File: src/rtl/mem_arbiter_pkg.sv
// Shared encodings for the IF/MEM memory-port arbiter: FSM states, owner ids, widths.
// Pure constants, no latency or flow control of its own.
package mem_arbiter_pkg;

    localparam int WORD_W   = 32;
    localparam int CNT_W    = 3;
    localparam int STARVE_W = 4;

    localparam logic [1:0] ST_IDLE   = 2'd0;
    localparam logic [1:0] ST_ACCESS = 2'd1;
    localparam logic [1:0] ST_DONE   = 2'd2;

    localparam logic OWN_IF  = 1'b0;
    localparam logic OWN_MEM = 1'b1;

endpackage

File: src/rtl/mem_arb_grant.sv
// Combinational grant pick: MEM wins ties unless IF has waited STARVE_LIMIT MEM grants.
// Zero latency; requesters not picked simply keep their req held.
module mem_arb_grant
    import mem_arbiter_pkg::*;
#(
    parameter int STARVE_LIMIT = 4
) (
    input  logic                if_req,
    input  logic                mem_req,
    input  logic [STARVE_W-1:0] starve_cnt,
    output logic                grant_valid,
    output logic                grant_owner
);

    logic w_if_forced;

    assign w_if_forced = if_req && (starve_cnt == STARVE_W'(STARVE_LIMIT));
    assign grant_valid = if_req | mem_req;
    assign grant_owner = (mem_req && !w_if_forced) ? OWN_MEM : OWN_IF;

endmodule

File: src/rtl/mem_arbiter.sv
// Registered IF/MEM arbiter for the shared MMU port: req at cycle 0, strobes 1..N, ack at N+1.
// Backpressure is the missing ack: a requester holds req (and its stage) until its one-cycle ack.
module mem_arbiter
    import mem_arbiter_pkg::*;
#(
    parameter int ACCESS_CYCLES = 2,
    parameter int STARVE_LIMIT  = 4
) (
    input  logic              clk,
    input  logic              rst,
    input  logic              if_req,
    input  logic [WORD_W-1:0] if_addr,
    output logic              if_ack,
    output logic [WORD_W-1:0] if_rdata,
    input  logic              mem_req,
    input  logic              mem_we,
    input  logic              mem_bytemode,
    input  logic [WORD_W-1:0] mem_addr,
    input  logic [WORD_W-1:0] mem_wdata,
    output logic              mem_ack,
    output logic [WORD_W-1:0] mem_rdata,
    output logic              mmu_read,
    output logic              mmu_write,
    output logic              mmu_bytemode,
    output logic [WORD_W-1:0] mmu_addr,
    output logic [WORD_W-1:0] mmu_wdata,
    input  logic [WORD_W-1:0] mmu_rdata
);

    localparam logic [CNT_W-1:0]    CNT_INIT   = CNT_W'(ACCESS_CYCLES - 1);
    localparam logic [STARVE_W-1:0] STARVE_MAX = '1;

    logic [1:0]          r_state;
    logic                r_owner;
    logic                r_we;
    logic [CNT_W-1:0]    r_cnt;
    logic [STARVE_W-1:0] r_starve_cnt;

    logic w_grant_valid;
    logic w_grant_owner;

    mem_arb_grant #(
        .STARVE_LIMIT (STARVE_LIMIT)
    ) u_grant (
        .if_req      (if_req),
        .mem_req     (mem_req),
        .starve_cnt  (r_starve_cnt),
        .grant_valid (w_grant_valid),
        .grant_owner (w_grant_owner)
    );

    always_ff @(posedge clk or negedge rst) begin
        if (!rst) begin
            r_state      <= ST_IDLE;
            r_owner      <= OWN_IF;
            r_we         <= 1'b0;
            r_cnt        <= '0;
            r_starve_cnt <= '0;
            if_ack       <= 1'b0;
            mem_ack      <= 1'b0;
            if_rdata     <= '0;
            mem_rdata    <= '0;
            mmu_read     <= 1'b0;
            mmu_write    <= 1'b0;
            mmu_bytemode <= 1'b0;
            mmu_addr     <= '0;
            mmu_wdata    <= '0;
        end else begin
            if_ack  <= 1'b0;
            mem_ack <= 1'b0;
            case (r_state)
                ST_IDLE: begin
                    if (w_grant_valid) begin
                        r_state <= ST_ACCESS;
                        r_cnt   <= CNT_INIT;
                        r_owner <= w_grant_owner;
                        if (w_grant_owner == OWN_MEM) begin
                            r_we         <= mem_we;
                            mmu_read     <= !mem_we;
                            mmu_write    <= mem_we;
                            mmu_bytemode <= mem_bytemode;
                            mmu_addr     <= mem_addr;
                            mmu_wdata    <= mem_wdata;
                            // Only grants that make IF wait count toward forcing IF in.
                            if (if_req && (r_starve_cnt != STARVE_MAX)) begin
                                r_starve_cnt <= r_starve_cnt + 1'b1;
                            end
                        end else begin
                            r_we         <= 1'b0;
                            mmu_read     <= 1'b1;
                            mmu_write    <= 1'b0;
                            mmu_bytemode <= 1'b0;
                            mmu_addr     <= if_addr;
                            mmu_wdata    <= '0;
                            r_starve_cnt <= '0;
                        end
                    end
                end
                ST_ACCESS: begin
                    if (r_cnt == '0) begin
                        r_state   <= ST_DONE;
                        mmu_read  <= 1'b0;
                        mmu_write <= 1'b0;
                        if (r_owner == OWN_MEM) begin
                            mem_ack <= 1'b1;
                            if (!r_we) begin
                                mem_rdata <= mmu_rdata;
                            end
                        end else begin
                            if_ack   <= 1'b1;
                            if_rdata <= mmu_rdata;
                        end
                    end else begin
                        r_cnt <= r_cnt - 1'b1;
                    end
                end
                ST_DONE: begin
                    r_state <= ST_IDLE;
                end
                default: begin
                    r_state   <= ST_IDLE;
                    mmu_read  <= 1'b0;
                    mmu_write <= 1'b0;
                end
            endcase
        end
    end

endmodule

File: config.mk
export PLATFORM = sky130hd
export DESIGN_NAME = mem_arbiter
export DESIGN_NICKNAME = d
export VERILOG_FILES = /design/src/rtl/mem_arbiter_pkg.sv /design/src/rtl/mem_arb_grant.sv /design/src/rtl/mem_arbiter.sv
export SDC_FILE = /design/constraint.sdc
export NUM_CORES = 1
export LEC_CHECK = 0
export ABC_AREA = 1
export BUFFER_PORTS_ARGS = -buffer_cell sky130_fd_sc_hd__buf_2
export CAP_MARGIN = 0
export CORE_ASPECT_RATIO = 1.75
export CORE_UTILIZATION = 47
export CTS_CLUSTER_DIAMETER = 40
export DETAILED_ROUTE_END_ITERATION = 16
export GPL_TIMING_DRIVEN = 0
export PLACE_DENSITY = 0.79
export SYNTH_ARGS = -nofsm -noshare
export SYNTH_HDL_FRONTEND = slang
export SYNTH_SLANG_ARGS = --single-unit
File: constraint.sdc
create_clock -name clk -period 1.8 [get_ports clk]
set_clock_uncertainty 0.05 [all_clocks]
set_input_delay 0.45 -clock clk [delete_from_list [all_inputs] [get_ports clk]]
set_output_delay 0.45 -clock clk [all_outputs]
set_load 0.02 [all_outputs]
==> flow_summary.toml <==
[status]
outcome = "complete, no violations"

[grt]
grt_overflow = 0
grt_pass1_wl_um = 27700
antenna_found_initial = 0
grt_max_degree = 87
track_usage_pct = 24.8
grt_pass1_vias = 5825

[synthesis]
netlist_instances = 717
synth.distinct_cells = 25
synth.avg_cell_area_um2 = 8.88
syn_nets = 855
ys_ff_latch = 144
synth_area_mm2 = 0.00637
synth_top_cell_area_share_pct = 56.6
yosysWarnings = 0
ys_top_cells_by_area = "dfrtp_1 57%, nand2_1 15%, inv_1 4.5%"
synth_top_cell_by_area = "dfrtp_1"
yosysSeqAreaShare_pct = 56.6

[detailed_routing]
dr.first_iter.drc_count = 238
wl_met1_um = 6360
vias = 5802
met3_length_um = 725
drc = 0
route.antenna.remaining_nets = 0
viasPerCell = 4.89
dr.pass1.iters = 5
wl_per_cell_um = 14.1
wl_met2_um = 9090
routed_wl_um = 16800
highest_layer = "met4"

[sta]
maxSlewHeadroom_pct = 61.5
fmax_mhz = 604
finalSetupViolations = 0
hold_ws_ns = 0.211
drv_slew = 0
finalHoldViolations = 0
fin_crit_ns = 1.66
fin_crit_sh_pct = 92.0
worst_pin_slew_ns = 0.577
layout_setup_ws_ns = 0.144
rsz0062_at_grt = "false"

[clock_tree]
clk_latency_ns = 0.40
cts_num_sinks = 144
clk_pin_slew_ns = 0.07
htreeDepth = 4
cts_root_buffer = "clkbuf_16"
cts_tree = "built"
cts_buffer_depth = 2
postCtsSetupBuffers = 0
cts_buffers = 17

[die]
start_util_pct = 48.7
die-area_mm2 = 0.0140
core_mm2 = 0.0131
rows = 55
io_pins = 267
die_h_um = 156
die_w_um = 90.0

[power]
powerDensity_mw_per_mm2 = 1920
switching_share_pct = 43.5
peakVddDrop_v = 0.00103
power_frac_clock_pct = 21.1
p_int_w = 0.00930
p_leak_nw = 4.95
power_w = 0.0165
pwr-share-seq_pct = 34.6
power_switching_w = 0.00716
combPwrFrac_pct = 44.3

[critical_path]
cp.arrival_ns = 1.90
crit_path_top_delay_cell = "dfrtp_2"
path_class = "register to register"
worst_ep_required_time_ns = 2.05
crit_path_start_kind = "register"
end_kind = "register"
slowest_delay_ns = 0.44
path_cells = "inv_1 > ha_1 > nand2_1 > inv_1 > nand2_4 > nand2_4 > inv_2 > buf_6 > buf_6 > nand3_2 > nand2_1"
path_max_fanout = 10

[finish]
multi_input_area_mm2 = 0.00222
mostFrequentLayoutCell = "buf_2"
syn_to_final_growth_pct = 34.5
drive_gt1_share_pct = 36.7
final_cell_mix = "280 x buf_2, 253 x nand2_1, 143 x dfrtp_1"
nNetsFinal = 1141
finalNonFillerCells = 1187
antenna_cells = 0
seq_area_mm2 = 0.00360
fill_cells = 1201

[placed_design]
hpwl_um = 12600
dp.cells = 1154
gp_congestion = 0.862
port_buffers = 265
dp_slack_ns = -0.00776

[worst_hold_path]
min_path_type = "input port to register"

[run]
drv_cap = 0
## critical path, delay by kind of cell (launching register included)
| kind | cells | cell delay, ns |
|---|---|---|
| AND/OR/NAND/NOR | 5 | 0.41 |
| flip-flops | 1 | 0.44 |
| adder cells (fa/ha/maj) | 1 | 0.15 |
| buffers and inverters | 5 | 0.51 |
## sequential cells by signal, indices dropped and copies added, names as in the netlist
signal        count
if_ack            1
if_rdata         32
mem_ack           1
mem_rdata        32
mmu_addr         32
mmu_bytemode      1
mmu_read          1
mmu_wdata        32
mmu_write         1
r_cnt             3
r_owner           1
r_starve_cnt      4
r_state           2
r_we              1
## layer usage
layer	track usage, %	vias up
li1	-	2828
met1	27.2	2701
met2	46.1	227
met3	4.29	46
met4	12.4	0
met5	0	-
## area by class of cell
| cell class | count | area share (%) |
|---|---|---|
| Inverter | 82 | 3.59 |
| Multi-Input combinational cell | 450 | 25.9 |
| Tap cell | 171 | 2.50 |
| Timing Repair Buffer | 267 | 16.0 |
| Clock inverter | 13 | 1.69 |
| Buffer | 41 | 2.95 |
| Sequential cell | 144 | 42.1 |
| Clock buffer | 19 | 5.29 |
## what timing repair did
item                                    4_1_cts  5_1_grt
endpoints found under the setup margin        7       51
resized for setup                             3        8
hold buffers                                  1        0
endpoints found under the hold margin        58        0
## stage by stage
| stage | utilization [%] | instance area [µm²] | setup TNS [ns] |
|---|---|---|---|
| floorplan | - | 6370 | 0 |
| global placement | 60.5 | 7910 | -263.04 |
| detailed placement | 60.7 | 7940 | -0.00776 |
| CTS | 65.4 | 8550 | 0 |
| global route | 65.5 | 8560 | 0 |
| finish | 65.5 | 8560 | 0 |
## cells by family (layout without fill, tap and decap cells)
kind of cell / after synthesis / count (layout) / share of synthesized area (%)
AOI/OAI and AO/OA: 70 / 70 / 6.09
DFF: 144 / 144 / 56.6
xor gates and xnor gates: 1 / 1 / 0.138
and+or+nand+nor: 375 / 375 / 27.7
adders and majority gates: 4 / 4 / 0.786
buffers and inverters: 123 / 422 / 8.69
## cell usage after synthesis (all sizes together)
cell type	number
nand2	258
a21oi	1
dfrtp	144
nand3	73
inv	82
ha	4
clkbuf	12
nor3	1
xor2	1
nand4	4
nor2	7
buf	29
nand3b	32
o21ai	69
## power groups by stage
stage	Clock (W)	Combinational [W]	Sequential, W
final	0.00348	0.00729	0.00569
after global routing	0.00372	0.00800	0.00587
after CTS	0.00355	0.00736	0.00568
after detailed placement	0	0.00734	0.00571
after global placement	0	0.00718	0.00565
after floorplan	0	0.00279	0.00756
## final timing paths
check | start | to | slack (ns) | cells past startpoint
max in group asynchronous | rst | mmu_wdata[24] | 0.33 | 3
min in group asynchronous | rst | mmu_addr[6] | 0.54 | 2
hold / removal | mem_wdata[7] | mmu_wdata[7] | 0.21 | 3
setup / recovery | r_starve_cnt[0] | mmu_wdata[15] | 0.14 | 11
setup reg to reg | r_starve_cnt[0] | mmu_wdata[15] | 0.14 | 11
hold reg to reg | mmu_addr[7] | mmu_addr[7] | 0.42 | 2
(Power assumes the default switching activity.)
